**config.mk**
```make
export PLATFORM = sky130hd
export DESIGN_NAME = sdpram_stream_fifo_ctrl
export DESIGN_NICKNAME = d
export VERILOG_FILES = /design/src/rtl/sdpram_fifo_pkg.sv /design/src/rtl/sdpram_fifo_obuf.sv /design/src/rtl/sdpram_stream_fifo_ctrl.sv
export SDC_FILE = /design/constraint.sdc
export NUM_CORES = 1
export LEC_CHECK = 0
export BUFFER_PORTS_ARGS = -buffer_cell sky130_fd_sc_hd__buf_2
export CORE_MARGIN = 4
export CORE_UTILIZATION = 30
export CTS_CLUSTER_DIAMETER = 60
export DETAILED_ROUTE_END_ITERATION = 10
export PLACE_DENSITY = 0.49
export SLEW_MARGIN = 10
export SYNTH_ARGS = -nofsm -noshare
export SYNTH_HDL_FRONTEND = slang
export SYNTH_SLANG_ARGS = --single-unit
```
**constraint.sdc**
```tcl
create_clock -name clk -period 2.8 [get_ports clk]
set_input_delay 0.14 -clock clk [delete_from_list [all_inputs] [get_ports clk]]
set_output_delay 0.14 -clock clk [all_outputs]
set_load 0.05 [all_outputs]
```
**src/rtl/sdpram_fifo_pkg.sv**
```systemverilog
// Shared helpers for the SDP-RAM backed stream FIFO: width derivations and
// the non-power-of-two pointer wrap.
package sdpram_fifo_pkg;

    function automatic int cnt_width(input int depth, input int rd_latency);
        return $clog2(depth + rd_latency + 3);
    endfunction

    function automatic int obuf_depth(input int rd_latency);
        return rd_latency + 2;
    endfunction

    function automatic logic [31:0] next_ptr(input logic [31:0] ptr, input logic [31:0] depth);
        return (ptr == depth - 32'd1) ? 32'd0 : ptr + 32'd1;
    endfunction

endpackage

```
**src/rtl/sdpram_fifo_obuf.sv**
```systemverilog
// Small register FIFO that absorbs RAM read data and presents a registered
// valid/ready head.
module sdpram_fifo_obuf
    import sdpram_fifo_pkg::*;
#(
    parameter int DATA_WIDTH = 72,
    parameter int DEPTH      = 4,
    parameter int CNT_W      = $clog2(DEPTH + 1)
) (
    input  logic                  clk,
    input  logic                  rst,
    input  logic                  wr_en,
    input  logic [DATA_WIDTH-1:0] wr_data,
    output logic                  out_valid,
    input  logic                  out_ready,
    output logic [DATA_WIDTH-1:0] out_data,
    output logic [CNT_W-1:0]      obuf_cnt
);

    localparam int IDX_W = $clog2(DEPTH);

    logic [DATA_WIDTH-1:0] mem [DEPTH];
    logic [IDX_W-1:0]      wr_idx;
    logic [IDX_W-1:0]      rd_idx;
    logic                  pop;

    assign out_valid = (obuf_cnt != '0);
    assign out_data  = mem[rd_idx];
    assign pop       = out_valid & out_ready;

    // Storage carries no reset; only the indices and occupancy define contents.
    always_ff @(posedge clk) begin
        if (wr_en) mem[wr_idx] <= wr_data;
    end

    always_ff @(posedge clk) begin
        if (rst) begin
            wr_idx   <= '0;
            rd_idx   <= '0;
            obuf_cnt <= '0;
        end else begin
            if (wr_en) wr_idx <= IDX_W'(next_ptr(32'(wr_idx), 32'(DEPTH)));
            if (pop)   rd_idx <= IDX_W'(next_ptr(32'(rd_idx), 32'(DEPTH)));
            case ({wr_en, pop})
                2'b10:   obuf_cnt <= obuf_cnt + CNT_W'(1);
                2'b01:   obuf_cnt <= obuf_cnt - CNT_W'(1);
                default: obuf_cnt <= obuf_cnt;
            endcase
        end
    end

endmodule

```
**src/rtl/sdpram_stream_fifo_ctrl.sv**
```systemverilog
// Stream FIFO controller driving an external simple-dual-port RAM; hides the
// RAM read latency behind an in-flight tracker and a small output buffer.
module sdpram_stream_fifo_ctrl
    import sdpram_fifo_pkg::*;
#(
    parameter int DATA_WIDTH = 72,
    parameter int DEPTH      = 128,
    parameter int RD_LATENCY = 2,
    parameter int ADDR_WIDTH = $clog2(DEPTH),
    parameter int CNT_WIDTH  = cnt_width(DEPTH, RD_LATENCY)
) (
    input  logic                  clk,
    input  logic                  rst,
    input  logic                  in_valid,
    output logic                  in_ready,
    input  logic [DATA_WIDTH-1:0] in_data,
    output logic                  out_valid,
    input  logic                  out_ready,
    output logic [DATA_WIDTH-1:0] out_data,
    output logic                  ram_wea,
    output logic [ADDR_WIDTH-1:0] ram_addra,
    output logic [DATA_WIDTH-1:0] ram_dina,
    output logic [ADDR_WIDTH-1:0] ram_addrb,
    input  logic [DATA_WIDTH-1:0] ram_doutb,
    input  logic                  ram_init_done,
    output logic [CNT_WIDTH-1:0]  count,
    output logic                  full,
    output logic                  empty
);

    localparam int OBUF_DEPTH = obuf_depth(RD_LATENCY);
    localparam int OBUF_CW    = $clog2(OBUF_DEPTH + 1);

    logic [ADDR_WIDTH-1:0] wr_ptr;
    logic [ADDR_WIDTH-1:0] rd_ptr;
    logic [ADDR_WIDTH:0]   ram_cnt;
    logic [RD_LATENCY-1:0] rd_vld;
    logic [CNT_WIDTH-1:0]  inflight;
    logic [OBUF_CW-1:0]    obuf_cnt;
    logic                  push;
    logic                  issue;

    // Valid/ready: a word moves on a cycle where valid and ready are both high;
    // valid never waits on ready, and ready never depends on the same-side valid.
    assign full     = (ram_cnt == (ADDR_WIDTH + 1)'(DEPTH));
    assign in_ready = ~rst & ram_init_done & ~full;
    assign push     = in_valid & in_ready;

    always_comb begin
        inflight = '0;
        for (int i = 0; i < RD_LATENCY; i++) inflight = inflight + CNT_WIDTH'(rd_vld[i]);
    end

    // Reads are only issued when the buffer is guaranteed a slot on landing,
    // so out_ready never enters the issue path.
    assign issue = ~rst & ram_init_done & (ram_cnt != '0) &
                   ((inflight + CNT_WIDTH'(obuf_cnt)) < CNT_WIDTH'(OBUF_DEPTH));

    assign ram_wea   = push;
    assign ram_addra = wr_ptr;
    assign ram_dina  = in_data;
    assign ram_addrb = rd_ptr;

    always_ff @(posedge clk) begin
        if (rst) begin
            wr_ptr  <= '0;
            rd_ptr  <= '0;
            ram_cnt <= '0;
        end else begin
            if (push)  wr_ptr <= ADDR_WIDTH'(next_ptr(32'(wr_ptr), 32'(DEPTH)));
            if (issue) rd_ptr <= ADDR_WIDTH'(next_ptr(32'(rd_ptr), 32'(DEPTH)));
            case ({push, issue})
                2'b10:   ram_cnt <= ram_cnt + 1'b1;
                2'b01:   ram_cnt <= ram_cnt - 1'b1;
                default: ram_cnt <= ram_cnt;
            endcase
        end
    end

    always_ff @(posedge clk) begin
        if (rst) begin
            rd_vld <= '0;
        end else begin
            rd_vld[0] <= issue;
            for (int i = 1; i < RD_LATENCY; i++) rd_vld[i] <= rd_vld[i-1];
        end
    end

    sdpram_fifo_obuf #(
        .DATA_WIDTH (DATA_WIDTH),
        .DEPTH      (OBUF_DEPTH),
        .CNT_W      (OBUF_CW)
    ) u_obuf (
        .clk       (clk),
        .rst       (rst),
        .wr_en     (rd_vld[RD_LATENCY-1]),
        .wr_data   (ram_doutb),
        .out_valid (out_valid),
        .out_ready (out_ready),
        .out_data  (out_data),
        .obuf_cnt  (obuf_cnt)
    );

    assign count = CNT_WIDTH'(ram_cnt) + inflight + CNT_WIDTH'(obuf_cnt);
    assign empty = (count == '0);

endmodule

```
# --- Word-level counts from Yosys, hierarchy flattened ---
# Memory sizes are Yosys's and may differ from the RTL's. A register that Yosys moved wholly into a read port is not among the register bits.
# Cells that the tools add are included.
# W data, S select, Z words.
op_classes:
  n_reduce_logical: 5
  magnitude_cmp: 1
  bitwise_logic: 8
  n_eq_ne: 9
  mux: 10
  n_addsub: 12
ops:
  columns: ["operator", "count"]
  rows:
  - ["$pmux W8 S2", 1]
  - ["$add A7 B1 Y7 const B", 2]
  - ["$eq A7 B7 Y1 const B", 2]
  - ["$mux W7", 2]
  - ["$add A8 B1 Y8 const B", 1]
  - ["$add A8 B2 Y8", 1]
  - ["$add A8 B3 Y8", 1]
  - ["$eq A2 B2 Y1 const B", 4]
  - ["$eq A8 B8 Y1 const B", 1]
  - ["$logic_not A8 Y1", 1]
  - ["$mux W2", 4]
  - ["$reduce_bool A8 Y1", 1]
  - ["$sub A8 B1 Y8 const B", 1]
  - ["$and A1 B1 Y1", 6]
  - ["$pmux W3 S2", 1]
  - ["$add A2 B1 Y2 const B", 2]
  - ["$add A2 B3 Y4", 1]
  - ["$eq A2 B1 Y1 const B", 2]
  - ["$lt A4 B3 Y1 const B", 1]
  - ["$reduce_bool A2 Y1", 2]
  - ["$add A3 B1 Y3 const B", 1]
  - ["$reduce_bool A3 Y1", 1]
  - ["$sub A3 B1 Y3 const B", 1]
  - ["$add A1 B1 Y2", 1]
  - ["2 further kinds", 4]
word_totals:
  mem_count: 1
  ramBits: 288
  output_inout_bits: 171
  in_bits: 149
  reg_bits: 31
memory_table:
  columns: ["memory", "depth", "width", "read_ports", "rd_ports_with_merged_regs", "write_ports", "line", "text"]
  rows:
  - ["u_obuf.mem", 4, 72, 1, 1, 1, "sdpram_fifo_obuf.sv:22", "logic [DATA_WIDTH-1:0] mem [DEPTH];"]

# --- Longest topological paths before layout ---
# Gate-level depths: netlist of the first run.
depth:
  ltp_word: 6
  depth_mapped: 12

# --- Cells and area by module ---
# A second synthesis of the first run with hierarchy kept.
hier_totals:
  cells_unflattened: 682
  hier_area_um2: 13057.5
by_module_without_submodules:
  columns: ["module", "seq_area_each_um2", "n_inst", "cells_each", "area_per_inst_um2"]
  rows:
  - ["sdpram_fifo_obuf", 8828.5, 1, 424, 10916.7]
  - ["sdpram_stream_fifo_ctrl", 480.5, 1, 258, 2140.8]

# --- Least setup slack after synthesis of the first run ---
# No wires, ideal clock.
synth_timing:
  path_type: "reg2out"
  start: "register rd_vld[1]"
  end: "output port empty"
  stages_incl_launch_ff: 13
  n_path_buf: 0
  path_slack_ps: -1682
  required_ps: 2660
  arrival_time_ps: 4342
  path_cell_list: "dfxtp_1 > ha_1 > inv_1 > fa_1 > inv_1 > ha_1 > inv_1 > fa_1 > nor2b_1 > o21ai_2 > xnor2_1 > or4_1 > nor4_1"
synth_between:
  elab_chain_len: 4
synth_lines:
  columns: ["element", "line", "text"]
  rows:
  - ["from (decl)", "sdpram_stream_fifo_ctrl.sv:37", "logic [RD_LATENCY-1:0] rd_vld;"]
  - ["from (signal assigned)", "sdpram_stream_fifo_ctrl.sv:82", "rd_vld <= '0;"]
  - ["$add A1 B1 Y2", "sdpram_stream_fifo_ctrl.sv:51", "for (int i = 0; i < RD_LATENCY; i++) inflight = inflight + CNT_WIDTH'(rd_vld[i]);"]
  - ["$add A8 B2 Y8", "sdpram_stream_fifo_ctrl.sv:104", "assign count = CNT_WIDTH'(ram_cnt) + inflight + CNT_WIDTH'(obuf_cnt);"]
  - ["$add A8 B3 Y8", "sdpram_stream_fifo_ctrl.sv:104", null]
  - ["named net count[5]", "sdpram_stream_fifo_ctrl.sv:26", "output logic [CNT_WIDTH-1:0] count,"]
  - ["$logic_not A8 Y1", "sdpram_stream_fifo_ctrl.sv:105", "assign empty = (count == '0);"]
  - ["to (decl)", "sdpram_stream_fifo_ctrl.sv:28", "output logic empty"]
# The timed path passes the listed nets, and every way through them passes these cells.

# --- Final worst setup path of the first run ---
layout_timing:
  start: "register rd_vld[1]"
  end: "output port empty"
layout_between:
  elab_chain_len: 4
layout_lines:
  columns: ["element", "line"]
  rows:
  - ["$add A1 B1 Y2", "sdpram_stream_fifo_ctrl.sv:51"]
  - ["$add A8 B2 Y8", "sdpram_stream_fifo_ctrl.sv:104"]
  - ["$add A8 B3 Y8", "sdpram_stream_fifo_ctrl.sv:104"]
  - ["$logic_not A8 Y1", "sdpram_stream_fifo_ctrl.sv:105"]
# No other way between the ends.

==> metrics.txt, run 1 <==
status=complete, but fails checks; failing checks=setup timing; Syn Std Cell Area=0.0130 mm²; Synth Instances=684; register area share after synthesis=71.7%; sw frac=22.9%; Avg WL per Cell=18.8 µm; Tmin final=3.48 ns; Seq cells post-synth=321; Vias/cell=4.42; Slew Limit Fails=0; synth warn=0; Die Area=0.0467 mm²; TritonRoute pass-1 iters=4; Bufs on Longest Clock Path=3; post-detail-place hpwl=17.8 mm; top-count cell post-synth=edfxtp_1; number of diodes=0; Synth top area share=66.6%; number of global-route vias before repair=7,620; Buf/Inv on CP=5; Die Ht=216 µm; Syn Nets=859; dpl cell area=0.0145 mm²; worst hold path class=in2reg; Final Cell Area=0.0167 mm²; register area=0.00932 mm²; Slew headroom=67.3%; antenna violations before repair=1; TritonCTS Sinks=321; fmax=288 MHz; root buffer cell=clkbuf_16; reg2reg setup slack=0.09 ns; Max VDD drop=387 µV; Reg power frac=47.2%; distinct cell type count of the synthesized netlist=51; Final Hold Vio Count=0; Final GP Congestion=0.739; crit-path cells=ha_4 -> inv_2 -> fa_2 -> inv_2 -> ha_4 -> inv_2 -> fa_2 -> nor2b_4 -> o21ai_4 -> xnor2_4 -> or4_4 -> nor4_4 -> buf_4 -> buf_12; Slew @ Worst Pin=0.490 ns; Worst path max stage delay=0.43 ns; Die Wd=216 µm; share of cells above drive strength 1=42.1%; RSZ-0062 raised after global routing=yes; synthesis-to-layout area growth=28.5%; num rows=75; Final Util=39.4%; CP max FO=3; Post-synth ARST share=0%; Setup TNS=-1.58 ns; worst setup margin=-0.675 ns; I/O pins=320; core region area=0.0423 mm²; number of flops mapped to enable cells by yosys=288; drc violations=0; Critical Path Start Type=flip-flop; total global-route track usage=12.4%; total wire length=28.8 mm; CTS H-tree depth=2; syn avg cell area=19.0 µm²; internal power component=8.61 mW; Slowest cell on crit path=or4_4; GRT overflow=0; Starting Density=30.7%; area of the multi-input gates=0.00320 mm²; Iteration-0 DRC Markers=327; Total Power=11.2 mW; crit path kind=reg2out; ys flop type=edfxtp_1; pwr/cell area=670 mW/mm²; critical path capture point type=output port; first-pass GRT wire length=45.2 mm; CP Data Arrival Time=3.34 ns; Net Switching=2.56 mW; # fillers=3,879; fin nets=1,106; Worst-Skew Late Latency=0.54 ns; critical path's top delay family=adder cells; most numerous cell on the critical path=inv_2; area leader, netlist=edfxtp_1; Worst-path clk slew=0.05 ns; TritonCTS buffer count=39; Final setup viols=5; Max Clock Skew=0.0155 ns; CTS tree=built; Commonest cells post-synth=edfxtp_1 (288), buf_4 (72), mux4_2 (72); Vias=6,788; part of the cycle the worst path needs=124%; Clk pwr share=43.1%; largest net degree at the start of global routing=73; top post-synthesis cells by area=edfxtp_1 (67%), mux4_2 (12%), dfxtp_1 (5.1%); critical path required time=2.66 ns; ANT nets after route=0; Leak=5.82 nW; max_cap viols=0; IO buf count=175; Combinational Power Share=9.6%
[per-layer routing]
metal	share of wire (%)	GRT usage [%]	up-vias	routed length (µm)
li1	-	-	3101	-
met1	43	15.7	3397	12300
met2	48	20.1	240	13800
met3	7.4	4.59	48	2120
met4	1.7	3.18	2	503
met5	0.024	0	-	7
[registers in the layout (all words and copies together) (netlist names), named ones only]
register         cells
u_obuf.obuf_cnt      3
u_obuf.mem         288
u_obuf.wr_idx        2
ram_addrb            7
rd_vld               2
ram_addra            7
ram_cnt              8
u_obuf.rd_idx        2
[repair_timing]
item	CTS	global route
endpoints found under the setup margin	8	10
setup buffers	4	2
hold buffers	73	0
endpoints found under the hold margin	290	0
pin swaps	5	6
resized for setup	24	15
gates cloned	0	0
[path summary, 6_finish.rpt]
path | startpoint | endpoint | depth (start not counted)
setup / recovery | rd_vld[1]$_SDFF_PP0_ | empty | 14
setup reg to reg | rd_vld[1]$_SDFF_PP0_ | ram_cnt[7]$_SDFFE_PP0P_ | 12
hold / removal | rst | u_obuf.wr_idx[0]$_SDFFE_PP0P_ | 3
hold reg to reg | u_obuf.rd_idx[1]$_SDFFE_PP0P_ | flip-flop | 2
[tightest hold or removal path: stages]
cell    delay, ns
buf_2        0.11
buf_4        0.23
nor2_1       0.12
[area by class of cell]
cell class,count,share of cell area [%]
Clock buffer,51,6.25
Timing Repair Buffer,299,12.7
Inverter,22,0.495
Clock inverter,17,1.17
Tap cell,577,4.33
Multi-Input combinational cell,248,19.2
Sequential cell,321,55.9
[per-stage QoR]
step                      setup WS (ns)  cells  hold slack (ns)
after floorplan                  -0.518    684            0.239
after global placement           -0.331   1388            0.280
after detailed placement         -0.383   1388            0.280
after CTS                        -0.731   1533           0.0659
after global routing             -0.808   1535            0.111
final                            -0.675   1535            0.122
[cells in the final DEF, fill, tap and decap left out, drive strengths merged, types with 5 or more instances in the layout]
cell / instances
nor2b: 6
dfxtp: 33
nor2: 32
inv: 27
xor2: 12
nor3: 8
mux4: 72
buf: 226
dlygate4sd3: 73
clkinv: 9
edfxtp: 288
nand2: 13
clkbuf: 51
a21oi: 11
xnor2: 10
ha: 22
mux2i: 5
[logic make-up after synthesis]
| logic type | Yosys count | share of synthesized area, % |
|---|---|---|
| AOI/OAI and AO/OA | 31 | 1.74 |
| xor gates and xnor gates | 22 | 1.48 |
| adders and majority gates | 26 | 2.74 |
| buffers and inverters | 115 | 5.53 |
| DFF | 321 | 71.7 |
| muxes | 79 | 13.1 |
| and+or+nand+nor | 90 | 3.71 |
[power by group through the flow]
stage          logic [mW]  clock network [mW]  registers (mW)
5_1_grt              1.16                5.23            5.28
3_3_place_gp        0.990                   0            5.37
2_1_floorplan       0.909                   0            5.39
4_1_cts              1.09                5.02            5.27
3_5_place_dp        0.994                   0            5.37
6_report             1.08                4.82            5.28
Note: power is estimated with default switching activity, not from simulation.
==> inputs of run 2 (changes only) <==
PLACE_DENSITY = unset   (was 0.49)
PLACE_DENSITY_LB_ADDON = 0.05   (was unset)
SKIP_LAST_GASP = 1   (was unset)
==> run 2 against run 1 <==
Compared with the run above: the flow still finishes with violations (setup timing); routed wire length increased by 11%; clock skew increased by 0.0061 ns; fmax increased by 2.0%; sequential power about the same; hold slack got worse by 0.096 ns; flip-flop and latch count unchanged; critical path type unchanged; critical endpoint unchanged; largest cell class unchanged.
==> metrics.txt, run 2 (synthesis gave the netlist of run 1 again) <==
RSZ-0062 raised after global routing=yes; total wire length=31.9 mm; CTS tree=built; Slew @ Worst Pin=0.550 ns; Max Clock Skew=0.0216 ns; status=complete, but fails checks; Buf/Inv on CP=4; Avg WL per Cell=20.6 µm; Final GP Congestion=0.801; Setup WS pre-CTS=-0.338 ns; synthesis-to-layout area growth=28.6%; Leak=5.89 nW; first-pass GRT wire length=48.3 mm; Die Wd=216 µm; commonest non-fill, non-tap cell in the layout=edfxtp_1; Final Hold Vio Count=0; critical path required time=2.66 ns; worst hold path class=in2reg; critical path capture point type=output port; root buffer cell=clkbuf_16; Vias=6,932; Iteration-0 DRC Markers=275; drc violations=0; Final setup viols=6; CP max FO=3; crit path kind=reg2out; Setup TNS=-1.90 ns; Die Area=0.0467 mm²; Critical Path Start Type=flip-flop; number of diodes=0; worst setup margin=-0.607 ns; critical path's top delay family=adder cells; num rows=75; Die Ht=216 µm; ANT nets after route=0; Final Cell Area=0.0167 mm²; Max VDD drop=366 µV; Total Power=11.3 mW; TritonCTS Sinks=321; TritonRoute pass-1 iters=4; Vias/cell=4.49; max reg flops=288; Slew Limit Fails=0; most frequent cells in the layout=edfxtp_1 (288), buf_2 (170), dlygate4sd3_1 (73); Worst-Skew Late Latency=0.55 ns; post-detail-place hpwl=20.8 mm; Reg with most FFs=u_obuf.mem; Placed Cells=1,392; fmax=294 MHz; crit-path cells=ha_4 -> inv_2 -> fa_2 -> inv_2 -> ha_4 -> inv_2 -> fa_2 -> nor2b_4 -> o21ai_4 -> xnor2_4 -> or4_4 -> nor4_4 -> buf_6; Worst path max stage delay=0.43 ns; Slew headroom=63.4%; TritonCTS buffer count=41; most numerous cell on the critical path=inv_2; Tmin final=3.41 ns; max_cap viols=0; fin nets=1,111; Top Registers=u_obuf.mem (288), ram_cnt (8); Starting Density=30.7%; pwr/cell area=674 mW/mm²; part of the cycle the worst path needs=122%; core region area=0.0423 mm²; Worst-path clk slew=0.05 ns; I/O pins=320; IO buf count=175; number of global-route vias before repair=7,851; reg2reg setup slack=0.01 ns; fin cells=1,544; share of cells above drive strength 1=42.1%; Bufs on Longest Clock Path=3; total global-route track usage=13.6%; largest net degree at the start of global routing=47; Slowest cell on crit path=or4_4; GRT overflow=0; antenna violations before repair=2; CTS H-tree depth=2; CP Data Arrival Time=3.27 ns; failing checks=setup timing; dpl cell area=0.0145 mm²
==> run 2: cell count changes in the layout (fill, tap and decap cells not counted), sizes merged <==
cell / before / now
clkinv: 9 / 17
bufinv: 3 / 1
inv: 27 / 25
clkbuf: 51 / 53
buf: 226 / 229
==> run 2: final cells by class <==
cell class / instances / area, µm²
well taps: 577 / 722
multi-input cells: 248 / 3160
repair buffers: 302 / 2130
flip-flops and latches: 321 / 9320
clock inverters: 21 / 145
inverters: 22 / 82.6
fillers: 3869 / 25600
clock buffers: 53 / 1130
==> run 2: per-stage QoR <==
step	util (%)	hold WS [ns]
2_1_floorplan	-	0.239
3_3_place_gp	34.3	0.280
3_5_place_dp	34.3	0.280
4_1_cts	39.4	0.00116
5_1_grt	39.5	0.0552
6_report	39.5	0.0260
==> run 2: worst register-to-register path: stages, from the launching register on <==
cell      delay (ns)
dfxtp_4         0.36
ha_2            0.19
buf_4           0.14
xnor2_2         0.13
o311ai_4        0.29
nor2_4          0.09
ha_4            0.19
buf_4           0.14
ha_1            0.32
nor3_2          0.06
nor2_1          0.17
a211oi_2        0.09
a31oi_1         0.17
mux2_2          0.35
==> run 2: timing repair <==
item                       CTS  global route
hold endpoints to repair   290             0
setup endpoints to repair    9             9
hold buffers                73             0
gates resized for setup     28             6
pin swaps                    7             1
buffers inserted             3             2
==> run 2: report_power, final <==
| part | switching (mW) | internal, mW |
|---|---|---|
| sequential | 0.0196 | 5.26 |
| clock | 1.97 | 2.96 |
| combinational | 0.642 | 0.406 |
| total | 2.64 | 8.62 |
==> run 2: routing by layer <==
metal  up-vias  part of all wire (%)  GRT usage [%]
met5         -                 0.085              0
met4         4                   2.4           4.84
met3        67                   5.9           3.74
met2       224                    50           23.2
met1      3520                    41           16.5
li1       3117                     -              -
==> run 2: worst paths after layout <==
check	start	end	cells past startpoint
setup reg to reg	rd_vld[1]$_SDFF_PP0_	ram_cnt[7]$_SDFFE_PP0P_	13
setup / recovery	rd_vld[1]$_SDFF_PP0_	empty	13
hold / removal	rst	rd_vld[1]$_SDFF_PP0_	3
hold reg to reg	u_obuf.rd_idx[1]$_SDFFE_PP0P_	flip-flop	2
